**src/rtl/cnn_mul_pkg.sv**
```systemverilog
// Shared widths and helpers for the arbitrated 14x9 signed multiplier.
package cnn_mul_pkg;

  localparam int A_W   = 14;
  localparam int B_W   = 9;
  localparam int P_W   = 23;
  localparam int CNT_W = 16;

  function automatic int id_w(input int n);
    if (n > 1) begin
      return $clog2(n);
    end else begin
      return 1;
    end
  endfunction

endpackage

```
**src/rtl/cnn_mul_arb_pipe.sv**
```systemverilog
// Enabled NUM_STAGE-deep pipeline carrying valid, id and the signed product.
// The multiply happens on the way into the first stage; the whole pipe freezes when en is low.
module cnn_mul_arb_pipe
  import cnn_mul_pkg::*;
#(
  parameter int NUM_STAGE = 2,
  parameter int ID_W      = 2
) (
  input  logic                  clk,
  input  logic                  rst_n,
  input  logic                  en,
  input  logic                  in_valid,
  input  logic [ID_W-1:0]       in_id,
  input  logic [A_W-1:0]        in_a,
  input  logic [B_W-1:0]        in_b,
  output logic                  out_valid,
  output logic [ID_W-1:0]       out_id,
  output logic signed [P_W-1:0] out_p
);

  logic [NUM_STAGE-1:0]  vld_q, vld_d;
  logic [ID_W-1:0]       id_q [NUM_STAGE];
  logic [ID_W-1:0]       id_d [NUM_STAGE];
  logic signed [P_W-1:0] p_q  [NUM_STAGE];
  logic signed [P_W-1:0] p_d  [NUM_STAGE];
  logic signed [P_W-1:0] a_ext_s, b_ext_s, prod_s;

  // Operands sign-extended to the full product width so no bits are lost.
  assign a_ext_s = {{(P_W-A_W){in_a[A_W-1]}}, in_a};
  assign b_ext_s = {{(P_W-B_W){in_b[B_W-1]}}, in_b};
  assign prod_s  = a_ext_s * b_ext_s;

  always_comb begin
    vld_d = vld_q;
    id_d  = id_q;
    p_d   = p_q;
    if (en) begin
      vld_d[0] = in_valid;
      id_d[0]  = in_valid ? in_id  : '0;
      p_d[0]   = in_valid ? prod_s : '0;
      for (int k = 1; k < NUM_STAGE; k++) begin
        vld_d[k] = vld_q[k-1];
        id_d[k]  = id_q[k-1];
        p_d[k]   = p_q[k-1];
      end
    end else begin
      vld_d = vld_q;
    end
  end

  always_ff @(posedge clk or negedge rst_n) begin
    if (!rst_n) begin
      vld_q <= '0;
      for (int k = 0; k < NUM_STAGE; k++) begin
        id_q[k] <= '0;
        p_q[k]  <= '0;
      end
    end else begin
      vld_q <= vld_d;
      id_q  <= id_d;
      p_q   <= p_d;
    end
  end

  assign out_valid = vld_q[NUM_STAGE-1];
  assign out_id    = id_q[NUM_STAGE-1];
  assign out_p     = p_q[NUM_STAGE-1];

endmodule

```
**src/rtl/cnn_mul_arb_14s_9s.sv**
```systemverilog
// Round-robin arbiter sharing one pipelined 14s x 9s multiplier among NUM_REQ requesters.
// Optional per-requester saturating grant counters when CNN_MUL_ARB_PERF_EN is defined.
module cnn_mul_arb_14s_9s
  import cnn_mul_pkg::*;
#(
  parameter  int NUM_REQ   = 4,
  parameter  int NUM_STAGE = 2,
  localparam int ID_W      = id_w(NUM_REQ)
) (
  input  logic                     ap_clk,
  input  logic                     ap_rst_n,
  input  logic [NUM_REQ-1:0]       req_valid,
  output logic [NUM_REQ-1:0]       req_ready,
  input  logic [NUM_REQ*A_W-1:0]   req_a,
  input  logic [NUM_REQ*B_W-1:0]   req_b,
  output logic                     rsp_valid,
  input  logic                     rsp_ready,
  output logic [ID_W-1:0]          rsp_id,
  output logic signed [P_W-1:0]    rsp_p
`ifdef CNN_MUL_ARB_PERF_EN
  ,
  output logic [NUM_REQ*CNT_W-1:0] perf_cnt
`endif
);

  localparam int CW = ID_W + 1;

  logic [ID_W-1:0] rr_ptr_q, rr_ptr_d;
  logic [ID_W-1:0] gnt_idx_s;
  logic [CW-1:0]   cand_s;
  logic            gnt_found_s, adv_s, xfer_s;
  logic [A_W-1:0]  a_s;
  logic [B_W-1:0]  b_s;

  assign adv_s  = !rsp_valid | rsp_ready;
  assign xfer_s = adv_s & gnt_found_s & ap_rst_n;

  // Search from rr_ptr upward, wrapping, for the first valid requester.
  always_comb begin
    gnt_found_s = 1'b0;
    gnt_idx_s   = '0;
    cand_s      = '0;
    for (int off = 0; off < NUM_REQ; off++) begin
      cand_s = {1'b0, rr_ptr_q} + CW'(off);
      if (cand_s >= CW'(NUM_REQ)) begin
        cand_s = cand_s - CW'(NUM_REQ);
      end else begin
        cand_s = cand_s;
      end
      if (!gnt_found_s && req_valid[cand_s[ID_W-1:0]]) begin
        gnt_found_s = 1'b1;
        gnt_idx_s   = cand_s[ID_W-1:0];
      end else begin
        gnt_found_s = gnt_found_s;
      end
    end
  end

  always_comb begin
    req_ready = '0;
    if (xfer_s) begin
      req_ready[gnt_idx_s] = 1'b1;
    end else begin
      req_ready = '0;
    end
  end

  assign a_s = req_a[gnt_idx_s*A_W +: A_W];
  assign b_s = req_b[gnt_idx_s*B_W +: B_W];

  always_comb begin
    rr_ptr_d = rr_ptr_q;
    if (xfer_s) begin
      if (gnt_idx_s == ID_W'(NUM_REQ-1)) begin
        rr_ptr_d = '0;
      end else begin
        rr_ptr_d = gnt_idx_s + ID_W'(1);
      end
    end else begin
      rr_ptr_d = rr_ptr_q;
    end
  end

  always_ff @(posedge ap_clk or negedge ap_rst_n) begin
    if (!ap_rst_n) begin
      rr_ptr_q <= '0;
    end else begin
      rr_ptr_q <= rr_ptr_d;
    end
  end

  cnn_mul_arb_pipe #(
    .NUM_STAGE (NUM_STAGE),
    .ID_W      (ID_W)
  ) u_pipe (
    .clk       (ap_clk),
    .rst_n     (ap_rst_n),
    .en        (adv_s),
    .in_valid  (xfer_s),
    .in_id     (gnt_idx_s),
    .in_a      (a_s),
    .in_b      (b_s),
    .out_valid (rsp_valid),
    .out_id    (rsp_id),
    .out_p     (rsp_p)
  );

`ifdef CNN_MUL_ARB_PERF_EN
  logic [CNT_W-1:0] cnt_q [NUM_REQ];
  logic [CNT_W-1:0] cnt_d [NUM_REQ];

  // Counts stick at all-ones instead of wrapping.
  always_comb begin
    cnt_d = cnt_q;
    for (int i = 0; i < NUM_REQ; i++) begin
      if (xfer_s && (gnt_idx_s == ID_W'(i)) && (cnt_q[i] != 16'hFFFF)) begin
        cnt_d[i] = cnt_q[i] + 16'd1;
      end else begin
        cnt_d[i] = cnt_q[i];
      end
    end
  end

  always_ff @(posedge ap_clk or negedge ap_rst_n) begin
    if (!ap_rst_n) begin
      for (int i = 0; i < NUM_REQ; i++) begin
        cnt_q[i] <= '0;
      end
    end else begin
      cnt_q <= cnt_d;
    end
  end

  for (genvar g = 0; g < NUM_REQ; g++) begin : g_perf
    assign perf_cnt[g*CNT_W +: CNT_W] = cnt_q[g];
  end
`endif

endmodule

```
**config.mk**
```make
export PLATFORM = sky130hd
export DESIGN_NAME = cnn_mul_arb_14s_9s
export DESIGN_NICKNAME = d
export VERILOG_FILES = /design/src/rtl/cnn_mul_pkg.sv /design/src/rtl/cnn_mul_arb_pipe.sv /design/src/rtl/cnn_mul_arb_14s_9s.sv
export SDC_FILE = /design/constraint.sdc
export NUM_CORES = 1
export LEC_CHECK = 0
export CAP_MARGIN = 20
export CORE_MARGIN = 8
export CORE_UTILIZATION = 40
export DETAILED_ROUTE_END_ITERATION = 10
export RECOVER_POWER = 100
export REMOVE_ABC_BUFFERS = 1
export SYNTH_ARGS = -nofsm -noshare
export SYNTH_HDL_FRONTEND = slang
export SYNTH_SLANG_ARGS = --single-unit
export TNS_END_PERCENT = 30
```
**constraint.sdc**
```tcl
create_clock -name ap_clk -period 10.4 [get_ports ap_clk]
set_clock_uncertainty 0.05 [all_clocks]
set_input_delay 2.08 -clock ap_clk [delete_from_list [all_inputs] [get_ports ap_clk]]
set_output_delay 2.08 -clock ap_clk [all_outputs]
set_load 0.005 [all_outputs]
```
==> flow_results.org <==
** Run status
- The flow ran to the end, but the final reports show violations.
- The final reports fail on max-capacitance violations, max-slew violations.

** Global routing
- Total congestion overflow :: 0
- Met3 usage in global routing :: 2.79%
- Overall fraction of global-route tracks in use :: 15.2%
- The number of global-route vias before repair came to 6009.
- In the global route stage, met2 resource usage came out at 26.9%.
- Met1 track utilization from global routing :: 19.1%
- The initial antenna violation count is 0.
- First-pass GRT wire length :: 29.8 mm
- The global routing stage identified its most utilized layer as met2.
- Pin count of the biggest net entering global routing :: 57

** Timing
- Slew margin rel. :: -92.9%
- Number of pins exceeding their max-slew limit in the final report :: 109
- Setup repair after global routing left no endpoint under its margin.
- Setup total negative slack :: 0 ps
- The smallest clock period supported by the final layout is computed as 9580 ps.
- Fin crit share :: 92.1%
- Setup violations remaining at the end of the flow were counted as 0.
- Hold Violations, Final :: 0
- Max frequency :: 0.104 GHz
- Worst-case hold slack :: 408 ps
- Worst Tran Pin Value :: 2890 ps

** Setup path
- In this run the worst path has a maximum fanout of 40.
- Endpoint arrival time on the critical path :: 9710 ps
- Worst Setup End Kind :: flip-flop
- Critical R2R Launch :: rr_ptr_q[1]
- The worst setup path is of the in2reg kind.
- Crit path required time :: 10530 ps
- The worst setup path is launched from a primary input.
- Worst setup path startpoint :: req_valid[0]

** Finish
- In the final design database the tool counted 1162 nets.
- Once layout is complete, the utilization of the core stands at 48.3%.
- Compared with the post-synthesis result, the final layout area differs by 19.3%.
- Summing all non-filler instances in the final layout gives an area of 0.00901 mm2.
- 0 antenna diodes ended up in the layout.
- Fraction of layout cells with a size suffix above 1 :: 5.51%

** Logic synthesis
- Of all cell types, the one taking the most synthesized area is sky130_fd_sc_hd__fa_1.
- Synth Warn # :: 0
- Post-Synthesis Cells :: 815
- The synthesized design devotes to its leading area cell type 27.8% of total area.
- Post-synthesis cell area :: 0.00756 mm2
- Distinct cell type count after synthesis :: 56
- After synthesis, the mean cell area works out to 9.27 um2.
- Largest cells by area after synthesis :: sky130_fd_sc_hd__fa_1 (28%), sky130_fd_sc_hd__dfrtp_1 (18%), sky130_fd_sc_hd__ha_1 (8.6%)
- In the synthesized netlist the dominant register cell turns out to be sky130_fd_sc_hd__dfrtp_1.
- Of the synthesized area, sequential elements account for 17.9%.
- After synthesis the netlist holds a flip-flop and latch count of 54.
- Count of flip-flops with a built-in enable after synthesis :: 0
- Post-synthesis async set-or-reset flop share :: 100%

** Die
- Number of rows created at floorplan :: 50
- Total die area :: 0.0235 mm2
- Floorplan die height :: 153 um
- In this run the standard cell core region covers 0.0186 mm2.
- Initial core utilization :: 40.5%
- Chip width :: 153 um
- I/O Pins :: 129

** Drt
- The detailed router finished its first iteration with 217 violations.
- For this block, the via count after detailed routing is 5736.
- DRT antenna net count :: 0
- Average wire per standard cell :: 15.3 um
- Drt first pass iters :: 5
- For this block, the routed nets add up to 17.4 mm of wire.
- Dividing the detail-routed via count by the number of cells gives 5.03.
- For this run, design rule violations remaining after detail routing come to 0.

** CTS
- The clock passes through at most 2 buffers.
- Number of buffers inserted by hold repair at cts :: 0
- TritonCTS clock tree :: built
- Buffers inserted during clock tree synthesis total 5.
- In this run the clock root is driven by a sky130_fd_sc_hd__clkbuf_16.
- # clock sinks :: 54
- The H-tree was split into 2 levels.
- Clock Latency Late Sink :: 290 ps
- Buffers added to address setup during post-CTS repair amount to 0.
- Clock-pin slew was measured on the worst setup and hold paths at 70 ps.
- Cells resized by post-CTS repair :: 0

** Placed design
- Post-placement cell area :: 0.00885 mm2
- Detailed placement finished with a half-perimeter wire length of 14.6 mm.
- Port buffering added 128 buffers.
- RD Place Congestion :: 0.886

** Min path
- The startpoint identified for the worst hold timing path is u_pipe.out_p[1].
- In this run the worst hold path is classified as reg2reg.

** Job
- MaxCap Viol Count :: 2
layer usage:
layer  wire, um  share of wire, %  vias up
met5          0                 0        -
met4        265               1.5        0
met3        814               4.7       21
met2       9160                53      118
met1       7190                41     2834
li1           -                 -     2763
synth_stat cells (5+ instances only):
cell type                  instances
sky130_fd_sc_hd__buf_6             8
sky130_fd_sc_hd__buf_4            27
sky130_fd_sc_hd__nor2_1           69
sky130_fd_sc_hd__inv_1            96
sky130_fd_sc_hd__xnor2_1          13
sky130_fd_sc_hd__a22o_1            6
sky130_fd_sc_hd__mux2i_1          48
sky130_fd_sc_hd__dfrtp_1          54
sky130_fd_sc_hd__o21ai_0          22
sky130_fd_sc_hd__a32o_1            6
sky130_fd_sc_hd__ha_1             52
sky130_fd_sc_hd__nand2_1         157
sky130_fd_sc_hd__a21o_1            9
sky130_fd_sc_hd__or3_1             5
sky130_fd_sc_hd__and2_1           11
sky130_fd_sc_hd__mux2_2           16
sky130_fd_sc_hd__buf_2             7
sky130_fd_sc_hd__a21oi_1          14
sky130_fd_sc_hd__clkbuf_1         12
sky130_fd_sc_hd__fa_1            105
sky130_fd_sc_hd__nand2b_1          9
sky130_fd_sc_hd__nor2b_1           9
final timing paths:
path                       cells after the start         endpoint  slack [ps]
max                                           24   u_pipe.p_q[37]         820
min in group asynchronous                      2   u_pipe.p_q[27]        2770
max in group asynchronous                      2   u_pipe.p_q[29]        5890
min reg2reg                                    2  u_pipe.out_p[1]         410
min                                            2  u_pipe.out_p[1]         410
max reg2reg                                   23   u_pipe.p_q[37]        2650
layout make-up:
cell class              instances  area (um2)
fillers                      1854        9630
multi-input cells             609        5450
repair buffers                139        1360
flip-flops and latches         54        1350
inverters                      97         367
well taps                     234         293
clock buffers                   6         139
clock inverters                 2        60.1
worst max-delay path: stages:
cell and delay, ps:
sky130_fd_sc_hd__clkdlybuf4s50_1 470, sky130_fd_sc_hd__a21o_1 210, sky130_fd_sc_hd__a21oi_1 240, sky130_fd_sc_hd__o22ai_4 260
sky130_fd_sc_hd__inv_4 500, sky130_fd_sc_hd__a211oi_1 160, sky130_fd_sc_hd__a31oi_1 930, sky130_fd_sc_hd__nand2_1 200
sky130_fd_sc_hd__fa_1 570, sky130_fd_sc_hd__inv_1 50, sky130_fd_sc_hd__fa_1 520, sky130_fd_sc_hd__fa_1 450
sky130_fd_sc_hd__fa_1 540, sky130_fd_sc_hd__inv_1 50, sky130_fd_sc_hd__fa_1 530, sky130_fd_sc_hd__inv_1 40
sky130_fd_sc_hd__ha_1 340, sky130_fd_sc_hd__a21o_1 190, sky130_fd_sc_hd__a21oi_1 170, sky130_fd_sc_hd__a21oi_1 110
sky130_fd_sc_hd__o21ai_0 300, sky130_fd_sc_hd__a21boi_0 170, sky130_fd_sc_hd__or3_1 330, sky130_fd_sc_hd__a32o_1 250
cells in the final DEF, fill, tap and decap left out, types with 5 or more instances in the layout:
cell / n
sky130_fd_sc_hd__mux2i_1: 48
sky130_fd_sc_hd__inv_1: 96
sky130_fd_sc_hd__ha_1: 52
sky130_fd_sc_hd__dfrtp_1: 54
sky130_fd_sc_hd__fa_1: 105
sky130_fd_sc_hd__o21ai_0: 24
sky130_fd_sc_hd__a21oi_1: 15
sky130_fd_sc_hd__xnor2_1: 13
sky130_fd_sc_hd__nor2b_1: 8
sky130_fd_sc_hd__nand2_1: 157
sky130_fd_sc_hd__clkdlybuf4s50_1: 99
sky130_fd_sc_hd__a32o_1: 6
sky130_fd_sc_hd__nand2b_1: 9
sky130_fd_sc_hd__or3_1: 5
sky130_fd_sc_hd__mux2_2: 16
sky130_fd_sc_hd__buf_4: 6
sky130_fd_sc_hd__clkbuf_16: 5
sky130_fd_sc_hd__a21o_1: 9
sky130_fd_sc_hd__and2_1: 8
sky130_fd_sc_hd__dlygate4sd3_1: 28
sky130_fd_sc_hd__nor2_1: 69
sky130_fd_sc_hd__a22o_1: 6
registers in the layout (all words and copies together) (netlist names):
name,cells
u_pipe.vld_q,2
u_pipe.p_q,23
u_pipe.out_id,2
rr_ptr_q,2
u_pipe.id_q,2
u_pipe.out_p,23
through the flow:
stage	setup WS, ps	std cells
after floorplan	1350	760
after global placement	1160	1133
after detailed placement	1050	1133
after CTS	1330	1141
after global routing	492	1141
final	821	1141
kinds of logic (layout without fill, tap and decap cells):
group                      count (synthesis)  in the layout  share of synthesized area [%]
DFF                                       54             54                           17.9
adders and majority gates                157            157                           36.4
muxes                                     70             70                           9.90
AOI/OAI and AO/OA                         90             90                           8.73
and+or+nand+nor                          275            275                           15.3
xor gates and xnor gates                  17             17                           1.97
buffers and inverters                    152            244                           9.83
Power is not shown: default switching activity piles up to over one toggle a cycle in this logic, so the estimate is an artifact.
